===== src/rtl/pc_stack_unit.sv =====
// Fetch-stage program counter with run/halt FSM, condition-coded branches and a return-address stack.
// Latency: a new PC is visible one cycle after the sampling posedge; stall freezes PC, state and stack.
// Optional PANDA_PC_BRANCH_COUNT_EN adds a saturating 16-bit taken-branch/call/return counter.
module pc_stack_unit #(
    parameter int PC_WIDTH    = 12,
    parameter int OFF_WIDTH   = 6,
    parameter int STACK_DEPTH = 4
) (
    input  logic                               clk,
    input  logic                               reset,
    input  logic                               start,
    input  logic                               stall,
    input  logic                               eq,
    input  logic                               lt,
    input  logic                               gt,
    input  logic [2:0]                         cond_sel,
    input  logic                               abs_en,
    input  logic                               rel_en,
    input  logic [PC_WIDTH-1:0]                target,
    input  logic [OFF_WIDTH-1:0]               rel_offset,
    input  logic                               call_en,
    input  logic                               ret_en,
    input  logic                               halt_req,
    output logic [PC_WIDTH-1:0]                current_pc,
    output logic                               running,
    output logic                               halted,
    output logic [$clog2(STACK_DEPTH+1)-1:0]   stack_level,
    output logic                               stack_ovf,
    output logic                               stack_unf
`ifdef PANDA_PC_BRANCH_COUNT_EN
    ,
    output logic [15:0]                        branch_count
`endif
);
    localparam int LW = $clog2(STACK_DEPTH + 1);
    localparam int IW = (STACK_DEPTH > 1) ? $clog2(STACK_DEPTH) : 1;
    localparam logic [LW-1:0] FULL_LVL = LW'(STACK_DEPTH);

    typedef enum logic [1:0] {IDLE, ARMED, RUN, HALT} state_t;

    state_t                state;
    logic [PC_WIDTH-1:0]   stack_mem [STACK_DEPTH];
    logic                  cond_true;
    logic                  jump_en;
    logic                  stack_full;
    logic                  stack_empty;
    logic [LW-1:0]         lvl_dec;
    logic [PC_WIDTH-1:0]   pc_inc;
    logic [PC_WIDTH-1:0]   jump_dest;

    always_comb begin
        cond_true = 1'b0;
        case (cond_sel)
            3'b000:  cond_true = 1'b0;
            3'b001:  cond_true = eq;
            3'b010:  cond_true = lt;
            3'b011:  cond_true = gt;
            3'b100:  cond_true = 1'b1;
            3'b101:  cond_true = !eq;
            3'b110:  cond_true = eq | lt;
            3'b111:  cond_true = eq | gt;
            default: cond_true = 1'b0;
        endcase
    end

    // Size-casting the signed offset sign-extends it, so relative jumps wrap both ways.
    assign jump_en     = cond_true && (abs_en || rel_en);
    assign jump_dest   = abs_en ? target : current_pc + PC_WIDTH'($signed(rel_offset));
    assign pc_inc      = current_pc + PC_WIDTH'(1);
    assign stack_full  = (stack_level == FULL_LVL);
    assign stack_empty = (stack_level == '0);
    assign lvl_dec     = stack_level - LW'(1);
    assign running     = (state == RUN);
    assign halted      = (state == HALT);

    always_ff @(posedge clk) begin
        if (reset) begin
            state       <= IDLE;
            current_pc  <= '0;
            stack_level <= '0;
            stack_ovf   <= 1'b0;
            stack_unf   <= 1'b0;
        end else if (!stall) begin
            case (state)
                IDLE: begin
                    current_pc <= '0;
                    if (start) state <= ARMED;
                end
                ARMED: begin
                    if (!start) state <= RUN;
                end
                RUN: begin
                    if (halt_req) begin
                        state <= HALT;
                    end else if (ret_en) begin
                        if (stack_empty) begin
                            stack_unf <= 1'b1;
                            state     <= HALT;
                        end else begin
                            current_pc  <= stack_mem[lvl_dec[IW-1:0]];
                            stack_level <= lvl_dec;
                        end
                    end else if (jump_en && call_en) begin
                        if (stack_full) begin
                            stack_ovf <= 1'b1;
                            state     <= HALT;
                        end else begin
                            stack_mem[stack_level[IW-1:0]] <= pc_inc;
                            stack_level <= stack_level + LW'(1);
                            current_pc  <= jump_dest;
                        end
                    end else if (jump_en) begin
                        current_pc <= jump_dest;
                    end else begin
                        current_pc <= pc_inc;
                    end
                end
                HALT: begin
                    if (start) begin
                        state       <= ARMED;
                        current_pc  <= '0;
                        stack_level <= '0;
                        stack_ovf   <= 1'b0;
                        stack_unf   <= 1'b0;
                    end
                end
                default: state <= IDLE;
            endcase
        end
    end

`ifdef PANDA_PC_BRANCH_COUNT_EN
    logic branch_evt;
    logic restart;

    // Counts only transfers that actually change flow: failed calls/returns halt instead.
    assign branch_evt = (state == RUN) && !stall && !halt_req &&
                        (ret_en ? !stack_empty : (jump_en && !(call_en && stack_full)));
    assign restart    = (state == HALT) && !stall && start;

    always_ff @(posedge clk) begin
        if (reset || restart) begin
            branch_count <= '0;
        end else if (branch_evt && branch_count != 16'hFFFF) begin
            branch_count <= branch_count + 16'd1;
        end
    end
`endif

endmodule


===== config.mk =====
export PLATFORM = sky130hd
export DESIGN_NAME = pc_stack_unit
export DESIGN_NICKNAME = d
export VERILOG_FILES = /design/src/rtl/pc_stack_unit.sv
export SDC_FILE = /design/constraint.sdc
export NUM_CORES = 1
export LEC_CHECK = 0
export BUFFER_PORTS_ARGS = -buffer_cell sky130_fd_sc_hd__buf_2
export CAP_MARGIN = 20
export CORE_MARGIN = 2
export CORE_UTILIZATION = 63
export DETAILED_ROUTE_END_ITERATION = 10
export PLACE_DENSITY_LB_ADDON = 0.1
export SLEW_MARGIN = 20
export SYNTH_ARGS = -nofsm -noshare
export SYNTH_HDL_FRONTEND = slang
export SYNTH_SLANG_ARGS = --single-unit

===== constraint.sdc =====
create_clock -name clk -period 6.7 [get_ports clk]
set_clock_uncertainty 0.05 [all_clocks]
set_input_delay 0.67 -clock clk [delete_from_list [all_inputs] [get_ports clk]]
set_output_delay 0.67 -clock clk [all_outputs]
set_load 0.02 [all_outputs]

==> summary by stage, run 1 <==
Logic synthesis
Among all flip-flop cells after synthesis, the most frequent one is sky130_fd_sc_hd__edfxtp_1. The number of nets in the synthesized netlist is ~400. The fraction of registers with async set or reset after synthesis is 0%. The average instance in the mapped netlist occupies ~11 sq um. The count of state elements after synthesis is 67.

The number of synthesized flops with an enable pin is 48. The netlist uses 61 different library cells. The Yosys step of the flow raised 0 warnings. The post-synthesis sequential area ratio is 45.86%. The gate count after technology mapping is 352.

The cell area that synthesis handed to floorplanning was 3973 sq um.

Clock network
Hold repair after CTS inserted 0 buffers. The clock slew seen by the registers of the worst setup and hold paths is roughly 0.07 ns. The clock tree from TritonCTS is done. CTS built an H-tree with a depth of 3. The library cell used as clock root buffer is sky130_fd_sc_hd__clkbuf_8. TritonCTS created 9 clock buffers. The total of cells resized after clock tree synthesis is 0. At the later pin of the worst-skew pair, clock insertion delay measures 0.35 ns. The post-CTS setup-driven buffer insertion count is 0. The number of buffers on the longest clock path is 2. The clock drives 67 sinks.

Final layout
The synthesis-to-layout area growth is 12.28%. The count of filler cells inserted in the layout is 405. In the layout the commonest cells are 51 x sky130_fd_sc_hd__buf_2, 48 x sky130_fd_sc_hd__edfxtp_1, 32 x sky130_fd_sc_hd__nand2_1. The commonest non-fill, non-tap cell in the layout is sky130_fd_sc_hd__buf_2. The share of layout cells above drive strength 1 is 23.95%.

The post-layout net count is 455. The number of diodes added for antenna fixing is 0.

Die
The die width is 83.41 microns. The cell row count is 28. The core region is 5991 sq um. The die height is 83.41 microns. 52 I/O pins were placed. The total die area is 6957 sq um. For this configuration, the core starts out at a cell density of 66.31%.

Drt
The number of vias per cell after detailed routing is 6.333. For this block, the initial DRC count from the detailed router was 333. Summing over every cut layer, the via total after detailed routing is around 3.0k. The first detailed-routing pass ran for 6 iterations. The routed design has 8.769 mm of wire.

The detailed-route wire length per cell is ~18 microns. In this run the remaining antenna-violating nets after routing total 0. The detailed-route DRC error count is 0.

Placed design
The number of port buffers is approximately 50. The congestion estimate from routability-driven global placement came to about 0.90. The post-place setup slack is 3.217 ns. The wire-length estimate of the detail-placed layout is 6.456 mm.

Run status
The run finished with clean final reports.

Timing
The number of setup violations in the final report is 0. Setup repair after global routing left no endpoint under its margin. The top achievable clock speed is 285.5 MHz. The routed design could run at a clock period as short as 3.502 ns.

The accumulated negative setup slack is 0 ns. The final setup slack of the worst path is 3.198 ns. The final number of max-transition violations is 0. The final critical path takes up 52.27% of the cycle. The number of hold-slack violations in the final timing report is 0. The pin slew with the least headroom to its limit is 1.012 ns. The relative slew slack is 32.41%.

Setup path
The signal arrival time at the worst endpoint is roughly 3.7 ns. Of all nets on the critical path, the largest fanout is 19. The cell seen most often among critical-path stages is sky130_fd_sc_hd__ha_1. The largest stage delay on the critical path is 0.99 ns. The critical path is of the reg -> reg type. The kind of cell with the highest combined delay along the critical path is compound AO/OA/AOI/OAI gates. The worst path required time is between 6 and 7 ns. STA classifies the critical path startpoint as a register. The slowest stage cell on the critical path is sky130_fd_sc_hd__dfxtp_1. The nature of the critical path endpoint is a register. Traced cell by cell, the critical path runs through inv_1, ha_1, ha_1, a21oi_1, nor2b_1, nor3_1, o41a_1, nor2_1, a311oi_2. Together, buffers and inverters on the worst path number 1.

Power and ir drop
The power density over cell area is 228.0 nW/um^2. The static leakage power is 1.666 nW. VDD sags by at most 0.0002436 V.

Global route
The largest net degree at the start of global routing is 22. Global routing used 26.63% of the available tracks across all layers. The first-pass GRT wire length is 14.57 mm. The number of global-route vias before repair is slightly below 3k. Global routing finished with a remaining overflow of 0.

The number of antenna violations at the first check in global routing is 0.

Min path
In this run the worst hold path is classified as reg -> reg.

Flow run
Across the run, the number of max-cap violations was 0.
cell type report:
type | count | area, sq um | area share [%]
timing repair buffer | 51 | 255.2 | 5.722
inverter | 11 | 41.29 | 0.9257
clock inverter | 7 | 92.59 | 2.076
multi-input combinational | 260 | 2032 | 45.55
clock buffer | 9 | 123.9 | 2.777
tap | 75 | 93.84 | 2.104
sequential | 67 | 1822 | 40.84
where the power goes:
group	total [W]	internal, W	switching, W
combinational	0.000178	0.0000714	0.000107
clock	0.000365	0.000208	0.000157
sequential	0.000474	0.000456	0.0000175
synthesized netlist by cell type (3+ instances only):
cell type	number	area share [%]
sky130_fd_sc_hd__buf_6	3	0.85
sky130_fd_sc_hd__edfxtp_1	48	36
sky130_fd_sc_hd__or3_1	6	0.94
sky130_fd_sc_hd__o21a_1	3	0.57
sky130_fd_sc_hd__xnor2_1	8	1.8
sky130_fd_sc_hd__nand3_1	9	1.1
sky130_fd_sc_hd__and2_1	7	1.1
sky130_fd_sc_hd__xor2_1	9	2.0
sky130_fd_sc_hd__o211ai_1	4	0.76
sky130_fd_sc_hd__inv_1	11	1.0
sky130_fd_sc_hd__mux2i_1	5	1.3
sky130_fd_sc_hd__nand4_1	4	0.63
sky130_fd_sc_hd__a311oi_2	7	2.6
sky130_fd_sc_hd__nor4_1	3	0.47
sky130_fd_sc_hd__nor2_1	22	2.1
sky130_fd_sc_hd__o31ai_1	4	0.76
sky130_fd_sc_hd__clkbuf_1	7	0.66
sky130_fd_sc_hd__nand2_1	32	3.0
sky130_fd_sc_hd__a211oi_1	9	1.7
sky130_fd_sc_hd__a21oi_1	21	2.6
sky130_fd_sc_hd__or2_2	3	0.47
sky130_fd_sc_hd__mux4_2	12	6.8
sky130_fd_sc_hd__dfxtp_1	19	9.6
sky130_fd_sc_hd__nor3_1	9	1.1
sky130_fd_sc_hd__a31oi_1	3	0.47
sky130_fd_sc_hd__o21ai_0	15	1.9
sky130_fd_sc_hd__ha_1	21	6.6
sky130_fd_sc_hd__a21o_1	7	1.3
worst register-to-register path, cell delays in order, from the launching register on:
cell,delay (ns)
sky130_fd_sc_hd__dfxtp_1,0.99
sky130_fd_sc_hd__inv_1,0.18
sky130_fd_sc_hd__ha_1,0.29
sky130_fd_sc_hd__ha_1,0.22
sky130_fd_sc_hd__a21oi_1,0.15
sky130_fd_sc_hd__nor2b_1,0.07
sky130_fd_sc_hd__nor3_1,0.34
sky130_fd_sc_hd__o41a_1,0.77
sky130_fd_sc_hd__nor2_1,0.12
sky130_fd_sc_hd__a311oi_2,0.25
logic make-up after synthesis:
kind of cell,count (synthesis),synth area share [%]
flip-flops,67,45.86
buffers and inverters,25,2.992
adder cells (fa/ha/maj),22,7.118
multiplexers,18,8.347
XOR/XNOR,17,3.748
AO/OA/AOI/OAI,94,18.36
AND/OR/NAND/NOR,109,13.58
final timing paths:
kind | depth (start not counted) | start | end | slack [ns]
setup reg to reg | 9 | stack_level[0]$_SDFFE_PP0P_ | current_pc[1]$_SDFFE_PP0P_ | 3.20
setup / recovery | 9 | stack_level[0]$_SDFFE_PP0P_ | current_pc[1]$_SDFFE_PP0P_ | 3.20
hold reg to reg | 2 | stack_ovf$_SDFFE_PP0P_ | stack_ovf$_SDFFE_PP0P_ | 0.44
hold / removal | 2 | stack_ovf$_SDFFE_PP0P_ | stack_ovf$_SDFFE_PP0P_ | 0.44
metal layers:
| metal | share of wire, % | up-vias | global-route usage (%) |
|---|---|---|---|
| li1 | - | 1455 | - |
| met1 | 44 | 1437 | 36.96 |
| met2 | 47 | 135 | 42.38 |
| met3 | 7.3 | 13 | 3.976 |
| met4 | 1.7 | 0 | 10.85 |
| met5 | 0 | - | 0 |
state kept, by name, indices dropped and copies added, names as in the netlist:
signal,cells
current_pc,12
stack_ovf,1
stack_level,3
stack_unf,1
state,2
stack_mem,48
through the flow:
| step | cells | hold WS [ns] | util, % | area (sq um) | power [W] |
|---|---|---|---|---|---|
| 3_5_place_dp | 464 | 0.4253 | 70.84 | 4244 | 0.0006582 |
| 5_1_grt | 480 | 0.4729 | 74.46 | 4461 | 0.001061 |
| 3_3_place_gp | 464 | 0.4097 | 70.84 | 4244 | 0.0006532 |
| 2_1_floorplan | 352 | 0.4192 | - | 3973 | 0.0006104 |
| 6_report | 480 | 0.4357 | 74.46 | 4461 | 0.001017 |
| 4_1_cts | 480 | 0.4379 | 74.46 | 4461 | 0.001020 |
Note: power is estimated with default switching activity, not from simulation.
==> run 2: changes to the inputs <==
--- a/config.mk
+++ b/config.mk
@@ -5,10 +5,11 @@
 export SDC_FILE = /design/constraint.sdc
 export NUM_CORES = 1
 export LEC_CHECK = 0
+export ABC_AREA = 1
 export BUFFER_PORTS_ARGS = -buffer_cell sky130_fd_sc_hd__buf_2
 export CAP_MARGIN = 20
 export CORE_MARGIN = 2
-export CORE_UTILIZATION = 63
+export CORE_UTILIZATION = 53
 export DETAILED_ROUTE_END_ITERATION = 10
 export PLACE_DENSITY_LB_ADDON = 0.1
 export SLEW_MARGIN = 20
==> constraint.sdc (replaced) <==
create_clock -name clk -period 3.1 [get_ports clk]
set_clock_uncertainty 0.05 [all_clocks]
set_input_delay 0.31 -clock clk [delete_from_list [all_inputs] [get_ports clk]]
set_output_delay 0.31 -clock clk [all_outputs]
set_load 0.02 [all_outputs]
==> run 2 against run 1 <==
Against the previous run: worst setup slack got worse by 2.4 ns; via count rose by 23%; maximum frequency rose by 52%; die area rose by 24%; largest power group unchanged.
==> summary by stage, run 2 <==
Clock network
The clock slew seen by the registers of the worst setup and hold paths is 0.08 ns (about the same). TritonCTS built the clock tree. Clock tree synthesis selected as its root buffer the cell sky130_fd_sc_hd__clkbuf_8. The insertion delay to the later sink of the worst-skew pair came to 0.34 ns (about the same). The maximum level of the CTS H-tree is 3 (unchanged).

The total CTS buffers is 9 (unchanged). The number of buffers on the longest clock path came to 2 (unchanged). The number of sinks driven by the clock tree was 67 (unchanged). The post-CTS setup-driven buffer insertion count was 0 (unchanged).

The total of cells resized after clock tree synthesis is 0 (unchanged). The post-cts hold buffer count is 0 (unchanged).

Setup path
The sum of buffers and inverters on the critical path is 2 (+1). The maximum fanout encountered on the critical timing path is 12 (-7). The critical path class is reg -> reg. The worst register-to-register path ends at stack_mem[3][5]$_DFFE_PP_. The worst reg2reg path depth came to 9 (unchanged). The reg-to-reg critical path startpoint is stack_level[1]$_SDFFE_PP0P_.

The largest stage delay on the critical path was 0.39 ns (-0.60 ns). Walking the worst path, the cells encountered are inv_1, ha_1, ha_1, nor2_1, nand3_1, nor3_1, nand4_1, nor2_1, buf_4. The minimum setup slack among reg-to-reg paths came to 0.80 ns (-2.40 ns). The slowest stage cell on the critical path is sky130_fd_sc_hd__dfxtp_1. The critical path launch point type is a register. The family with the most delay on the worst path is simple AND/OR/NAND/NOR gates. The signal arrival time at the worst endpoint is 2.29 ns (-1.42 ns). The worst path required time is 3.09 ns (-3.82 ns). The nature of the critical path endpoint is a register.

Logic synthesis
The commonest register cell after synthesis is sky130_fd_sc_hd__edfxtp_1. The post-synthesis share of cell area spent on xor and xnor gates was 2.519% (-1.2 points). After synthesis, the largest family of logic cells by area is simple AND/OR/NAND/NOR gates. The count of state elements after synthesis is 67 (unchanged). The synthesized net count is 583 (+43%). The compound-gate portion of the synthesized area is 12.29% (-6.1 points).

The post-synthesis sequential area ratio is 43.66% (-2.2 points). The fraction of post-synthesis cell area in the top cell type by area is 34.54% (-1.7 points). By instance count, the leading cell after synthesis is sky130_fd_sc_hd__nand2_1. The fraction of registers with async set or reset after synthesis was 0% (unchanged). The fraction of the mapped netlist area in adder cells is 6.777% (-0.34 points).

The gate count after technology mapping is 528 (+50%). The post-synthesis area per instance was 7.903 sq um (-30%). The number of warnings reported in the yosys synthesis log is 0 (unchanged). Of all cell types, the one taking the most synthesized area is sky130_fd_sc_hd__edfxtp_1. The proportion of synthesized area in mux cells is 0% (-8.3 points). The post-synthesis share of cell area spent on and, or, nand and nor gates is 26.51% (+13 points). The number of library cell types mapped by synthesis is 38 (-38%). The number of synthesized flops with an enable pin is 48 (unchanged).

By count the netlist is led by 128 x sky130_fd_sc_hd__nand2_1, 61 x sky130_fd_sc_hd__nor2_1, 58 x sky130_fd_sc_hd__inv_1, 54 x sky130_fd_sc_hd__a21oi_1, 48 x sky130_fd_sc_hd__edfxtp_1. After synthesis, the cell types taking the most area are sky130_fd_sc_hd__edfxtp_1 35%, sky130_fd_sc_hd__nand2_1 12%, sky130_fd_sc_hd__dfxtp_1 9.1%. The post-synthesis instance area was 4173 sq um (+5.0%).

Global route
The number of global-route vias before repair was 3625 (+23%). The combined global-route utilization of all metal layers came to 24.52% (-2.1 points). The first-pass GRT wire length is 16.50 mm (+13%).

The largest net degree at the start of global routing is 29 (+32%). The total grt overflow is 0 (unchanged). The number of antenna violations at the first check in global routing came to 0 (unchanged).

Timing
Setup repair after global routing left no endpoint under its margin. The number of setup violations in the final report was 0 (unchanged). The relative slew slack came to 61.54% (+29 points). The fraction of the cycle the final worst path needs is 74.18% (+22 points). The final number of max-transition violations is 0 (unchanged). The accumulated negative setup slack is 0 ns (unchanged). The top achievable clock speed came to 434.9 MHz (+52%). The clock period minus final worst setup slack came to 2.300 ns (-1.203 ns). The number of hold-slack violations in the final timing report is 0 (unchanged). The tightest hold margin came to 0.1025 ns (-0.3333 ns).

The pin slew with the least headroom to its limit came to 0.5762 ns (-0.4362 ns).

Flow run
The max-cap violation count is 0 (unchanged).

Run status
The flow ran to the end, and the final reports show no timing, DRC or antenna violations.

Drt
The number of search-and-repair iterations in the first detailed-routing pass came to 4 (-2). The detailed-route DRC error count is 0 (unchanged). The initial detailed-routing violation count came to 226 (-32%).

The total wire length after detailed routing came to 9.994 mm (+14%). The number of nets with antenna violations after routing came to 0 (unchanged). The via count is 3745 (+23%). The detailed-route wire length per cell is 14.55 microns (-20%).

The number of vias per cell after detailed routing was 5.451 (-14%).

Placed design
The post-detailed-placement cell area is 4503 sq um (+6.1%). The placed wire-length estimate after detailed placement came to 7.626 mm (+18%). The last weighted congestion value of the routability-driven placer is 0.8842 (-1.2%). The number of port buffers is 51 (unchanged).

Die
The effective utilization at floorplan is 54.28% (-12 points). The die height is 92.73 microns (+11%). The number of top-level pins is 52 (unchanged). The cell row count is 32 (+14%).

The core region area is 7687 sq um (+28%). The total die area is 8599 sq um (+24%). The die width came to 92.73 microns (+11%).

Final layout
From synthesis to final layout, the design area changed by 13.46%. Leaving out fill and tap cells, the most frequent cells in the layout are 128 x sky130_fd_sc_hd__nand2_1, 61 x sky130_fd_sc_hd__nor2_1, 58 x sky130_fd_sc_hd__inv_1. The finished layout cell area is 4735 sq um (+6.1%). The post-layout net count came to 635 (+40%). The number of diodes added for antenna fixing is 0 (unchanged). The flip-flop count of the largest register, all copies and words added is 48 (unchanged).

The commonest non-fill, non-tap cell in the layout is sky130_fd_sc_hd__nand2_1. The share of layout cells above drive strength 1 came to 15.38% (-8.6 points).

Min path
The depth of the worst hold-timing path was 2 (unchanged). The type of the tightest min-delay check is in -> reg. The worst hold path begins at reset. The endpoint of the worst hold-timing path is stack_ovf$_SDFFE_PP0P_.

Power and ir drop
The static leakage power is 2.136 nW (+28%). The power density over cell area is 547.7 nW/um^2 (+140%). The clock share of power is 32.2% (-3.7 points).

The proportion of power drawn by combinational gates was 26.9% (+9.4 points). The cell-internal power was 0.001717 W (+130%). The net switching power came to 0.0008768 W (+210%). The net switching share of the total power was 33.81% (+6.2 points). The maximum vdd drop is 0.0003091 V (+27%). The portion of total power attributed to sequential cells is 40.9% (-5.7 points).
[run 2: metal layers]
layer	global-route usage, %	vias to the layer above	wire length, microns
met3	6.184	20	458
met1	29.03	1754	4228
li1	-	1869	-
met2	42.88	102	5094
met4	9.314	0	212
met5	0	-	0
[run 2: stage by stage]
step / util [%] / std cells / setup slack, ns / power (W)
3_5_place_dp: 58.58 / 671 / 0.8189 / 0.001772
3_3_place_gp: 58.58 / 671 / 0.9152 / 0.001758
5_1_grt: 61.59 / 687 / 0.5685 / 0.002747
6_report: 61.59 / 687 / 0.8004 / 0.002593
4_1_cts: 61.59 / 687 / 0.7813 / 0.002608
2_1_floorplan: - / 528 / 0.2488 / 0.001589
[run 2: worst max-delay path by stage]
stage | to | start | cells after the start
floorplan | stack_mem[1][0]$_DFFE_PP_ | stack_level[0]$_SDFFE_PP0P_ | 10
global placement | stack_mem[0][9]$_DFFE_PP_ | stack_level[1]$_SDFFE_PP0P_ | 9
detailed placement | stack_mem[0][9]$_DFFE_PP_ | stack_level[1]$_SDFFE_PP0P_ | 9
CTS | stack_mem[3][5]$_DFFE_PP_ | stack_level[1]$_SDFFE_PP0P_ | 9
global route | stack_mem[3][5]$_DFFE_PP_ | stack_level[1]$_SDFFE_PP0P_ | 9
finish | stack_mem[3][5]$_DFFE_PP_ | stack_level[1]$_SDFFE_PP0P_ | 9
[run 2: power groups by stage]
| stage | clock, W | sequential, W | combinational [W] |
|---|---|---|---|
| finish | 0.000835 | 0.00106 | 0.000698 |
| global route | 0.000894 | 0.00106 | 0.000788 |
| CTS | 0.000851 | 0.00106 | 0.000697 |
| detailed placement | 0 | 0.00108 | 0.000693 |
| global placement | 0 | 0.00108 | 0.000680 |
| floorplan | 0 | 0.00110 | 0.000485 |
[run 2: area by class of cell]
cell class              count  area [sq um]
inverters                  65         246.5
flip-flops and latches     67          1822
clock inverters             7         107.6
repair buffers             57         300.3
well taps                 102         127.6
fillers                   725          2953
clock buffers               9         123.9
multi-input cells         380          2007
[run 2: kinds of logic (layout without fill, tap and decap cells)]
kind of cell,after synthesis,count (layout)
buffers and inverters,81,138
AND/OR/NAND/NOR,254,254
XOR/XNOR,12,12
adder cells (fa/ha/maj),22,22
AO/OA/AOI/OAI,92,92
flip-flops,67,67
==> run 3: changes to the inputs <==
--- a/config.mk
+++ b/config.mk
@@ -5,7 +5,7 @@
 export SDC_FILE = /design/constraint.sdc
 export NUM_CORES = 1
 export LEC_CHECK = 0
-export ABC_AREA = 1
+export ABC_AREA = 0
 export BUFFER_PORTS_ARGS = -buffer_cell sky130_fd_sc_hd__buf_2
 export CAP_MARGIN = 20
 export CORE_MARGIN = 2
==> constraint.sdc (replaced) <==
create_clock -name clk -period 1.9 [get_ports clk]
set_clock_uncertainty 0.05 [all_clocks]
set_input_delay 0.19 -clock clk [delete_from_list [all_inputs] [get_ports clk]]
set_output_delay 0.19 -clock clk [all_outputs]
set_load 0.02 [all_outputs]
==> run 3 against run 2 <==
Against the previous run: the run now ends with setup timing left; register-to-register slack worse by 1.2 ns; first-iteration DRC count rose by 30%; sequential cell count did not move; global-route usage is 4.9 points higher; non-clock buffer count rose by 93; hold slack better by 0.11 ns; sequential power rose by 55%; combinational power grew 56%; via count down 4.0%; power grew 52%; largest cell class unchanged; largest power group unchanged; highest routed layer unchanged.
==> summary by stage, run 3 (synthesis results as in run 1) <==
Run status
The run finished, with violations left. The final reports fail on setup timing.

Final layout
The number of diodes added for antenna fixing is 0 (unchanged). The commonest non-fill, non-tap cell in the layout is sky130_fd_sc_hd__buf_4. The post-layout net count is 558 (-12%). The number of non-filler instances in the completed layout is 607 (-12%). The count of filler cells inserted in the layout was 469 (-35%). The library cells used most frequently in the layout, excluding fill and tap cells, are 91 x sky130_fd_sc_hd__buf_4, 51 x sky130_fd_sc_hd__buf_2, 48 x sky130_fd_sc_hd__edfxtp_1. The finished layout cell area came to 5709 sq um (+21%). The share of layout cells above drive strength 1 came to 51.38% (+36 points). The synthesis-to-layout area growth is 43.72%.

The flip-flop count of the largest register, all copies and words added is 48 (unchanged).

Clock network
The total CTS buffers is 9 (unchanged). TritonCTS built the clock tree. The clock slew seen by the registers of the worst setup and hold paths is 0.09 ns (about the same). The insertion delay to the later sink of the worst-skew pair is 0.35 ns (about the same). The number of sinks driven by the clock tree is 67 (unchanged).

The maximum level of the CTS H-tree is 3 (unchanged). The post-cts hold buffer count came to 0 (unchanged). The cell sitting at the root of the clock tree is a sky130_fd_sc_hd__clkbuf_8. The number of buffers on the longest clock path is 2 (unchanged).

Setup path
The terminus of the critical flop-to-flop path is current_pc[6]$_SDFFE_PP0P_. The maximum fanout encountered on the critical timing path is 2 (-10). The nature of the critical path endpoint is a register.

The worst reg2reg path depth was 8 (-1). The critical path class is reg -> reg. The minimum setup slack among reg-to-reg paths is -0.45 ns (-1.25 ns). The launch point of the worst path is current_pc[0]$_SDFFE_PP0P_. In this run the worst setup path terminates at current_pc[6]$_SDFFE_PP0P_. The critical path launch point type is a register. The signal arrival time at the worst endpoint was 2.55 ns (+0.26 ns). The worst path required time is 2.11 ns (-0.98 ns).

In this run the critical register-to-register path is launched from current_pc[0]$_SDFFE_PP0P_.

Global route
The number of antenna violations at the first check in global routing is 0 (unchanged). The largest net degree at the start of global routing is 21 (-28%). The met2 routing resource usage after global routing is 47.89% (+5.0 points).

The total grt overflow is 0 (unchanged). The most crowded layer after global routing is met2. The met1 global-route usage is 40.54% (+12 points). The first-pass GRT wire length is 18.72 mm (+13%). The combined global-route utilization of all metal layers is 29.39% (+4.9 points). The global routing usage on met3 is 5.509% (-0.67 points). The number of global-route vias before repair is 3587 (-1.0%).

Timing
The top achievable clock speed was 426.1 MHz (-2.0%). The number of setup violations in the final report is 11 (+11). Setup repair after global routing could not meet its margin everywhere.

The fraction of the cycle the final worst path needs is 123.5% (+49 points). The clock period minus final worst setup slack is 2.347 ns (+0.04721 ns). The relative slew slack is 73.50% (+12 points). The pin slew with the least headroom to its limit is 0.3933 ns (-0.1829 ns). The tightest hold margin is 0.2126 ns (+0.1101 ns). The number of hold-slack violations in the final timing report is 0 (unchanged). The final setup slack of the worst path is -0.4468 ns (-1.247 ns). The final number of max-transition violations came to 0 (unchanged).

Power and ir drop
The static leakage power is 2.261 nW (+5.8%). The total chip power is 0.003947 W (+52%). The power density over cell area is 691.3 nW/um^2 (+26%). The maximum vdd drop came to 0.0005830 V (+89%).

Die
The die width was 90.58 microns (-2.3%). The total die area is 8204 sq um (-4.6%). The core region area is 7253 sq um (-5.6%). The number of top-level pins is 52 (unchanged). The cell row count is 31 (-3.1%).

The effective utilization at floorplan is 54.77% (+0.49 points). The die height is 90.58 microns (-2.3%).

Drt
The number of vias per cell after detailed routing is 5.921 (+8.6%). The number of nets with antenna violations after routing is 0 (unchanged). The number of search-and-repair iterations in the first detailed-routing pass is 5 (+1). The detailed-route wire length per cell is 19.58 microns (+35%). The initial detailed-routing violation count is 294 (+30%). The detailed-route DRC error count was 0 (unchanged). The via count was 3594 (-4.0%). The total wire length after detailed routing was 11.88 mm (+19%).

Placed design
The number of port buffers is 51 (unchanged). The placed wire-length estimate after detailed placement is 8.176 mm (+7.2%). The last weighted congestion value of the routability-driven placer was 0.9323 (+5.4%). The count of placed standard cells including taps is 572 (-15%).

The post-detailed-placement cell area is 5120 sq um (+14%). The post-place setup slack is -0.4658 ns (-1.285 ns).

Min path
The type of the tightest min-delay check is in -> reg.

Flow run
The max-cap violation count was 0 (unchanged).
## run 3: worst min path at each step
| stage | startpoint | endpoint | slack (ns) | cells past startpoint |
|---|---|---|---|---|
| finish | halt_req | state[1]$_SDFFE_PP0P_ | 0.21 | 4 |
| global route | stall | state[0]$_SDFFE_PP0P_ | 0.25 | 5 |
| CTS | halt_req | state[1]$_SDFFE_PP0P_ | 0.22 | 4 |
| detailed placement | stack_ovf$_SDFFE_PP0P_ | stack_ovf$_SDFFE_PP0P_ | 0.41 | 2 |
| global placement | stack_ovf$_SDFFE_PP0P_ | stack_ovf$_SDFFE_PP0P_ | 0.41 | 2 |
| floorplan | halt_req | state[1]$_SDFFE_PP0P_ | 0.40 | 3 |
## run 3: routing by layer
| metal | wire length, microns | up-vias |
|---|---|---|
| li1 | - | 1662 |
| met1 | 5225 | 1776 |
| met2 | 5769 | 138 |
| met3 | 713 | 18 |
| met4 | 175 | 0 |
| met5 | 0 | - |
## run 3: area by class of cell
cell class / count / area [sq um] / share of cell area (%)
multi-input cells: 264 / 2429 / 42.54
inverters: 11 / 43.79 / 0.7670
flip-flops and latches: 67 / 1843 / 32.28
well taps: 99 / 123.9 / 2.170
clock buffers: 9 / 123.9 / 2.170
repair buffers: 150 / 1071 / 18.76
clock inverters: 7 / 75.07 / 1.315
## run 3: per-stage QoR
stage	util, %	TNS (ns)
CTS	77.32	-2.086
global route	78.71	-4.446
detailed placement	70.59	-10.84
global placement	70.59	-8.977
finish	78.71	-2.211
floorplan	-	-4.464
## run 3: critical path, cell delays in order, from the launching register on
cell                       delay (ns)
sky130_fd_sc_hd__dfxtp_4         0.36
sky130_fd_sc_hd__ha_4            0.16
sky130_fd_sc_hd__fa_2            0.39
sky130_fd_sc_hd__a211oi_2        0.22
sky130_fd_sc_hd__o21bai_1        0.11
sky130_fd_sc_hd__a21oi_2         0.25
sky130_fd_sc_hd__xor2_1          0.12
sky130_fd_sc_hd__a2111o_1        0.39
sky130_fd_sc_hd__a311oi_2        0.19
## run 3: power breakdown
part	internal [W]	switching [W]
logic	0.000524	0.000564
registers	0.00161	0.0000295
clock network	0.000613	0.000608
## run 3: repair_timing
action                                  in CTS  in global routing
resized for setup                           33                 17
pin swaps                                   24                 19
endpoints found under the setup margin      62                 64
buffers inserted                            13                  1
gates cloned                                 5                  0
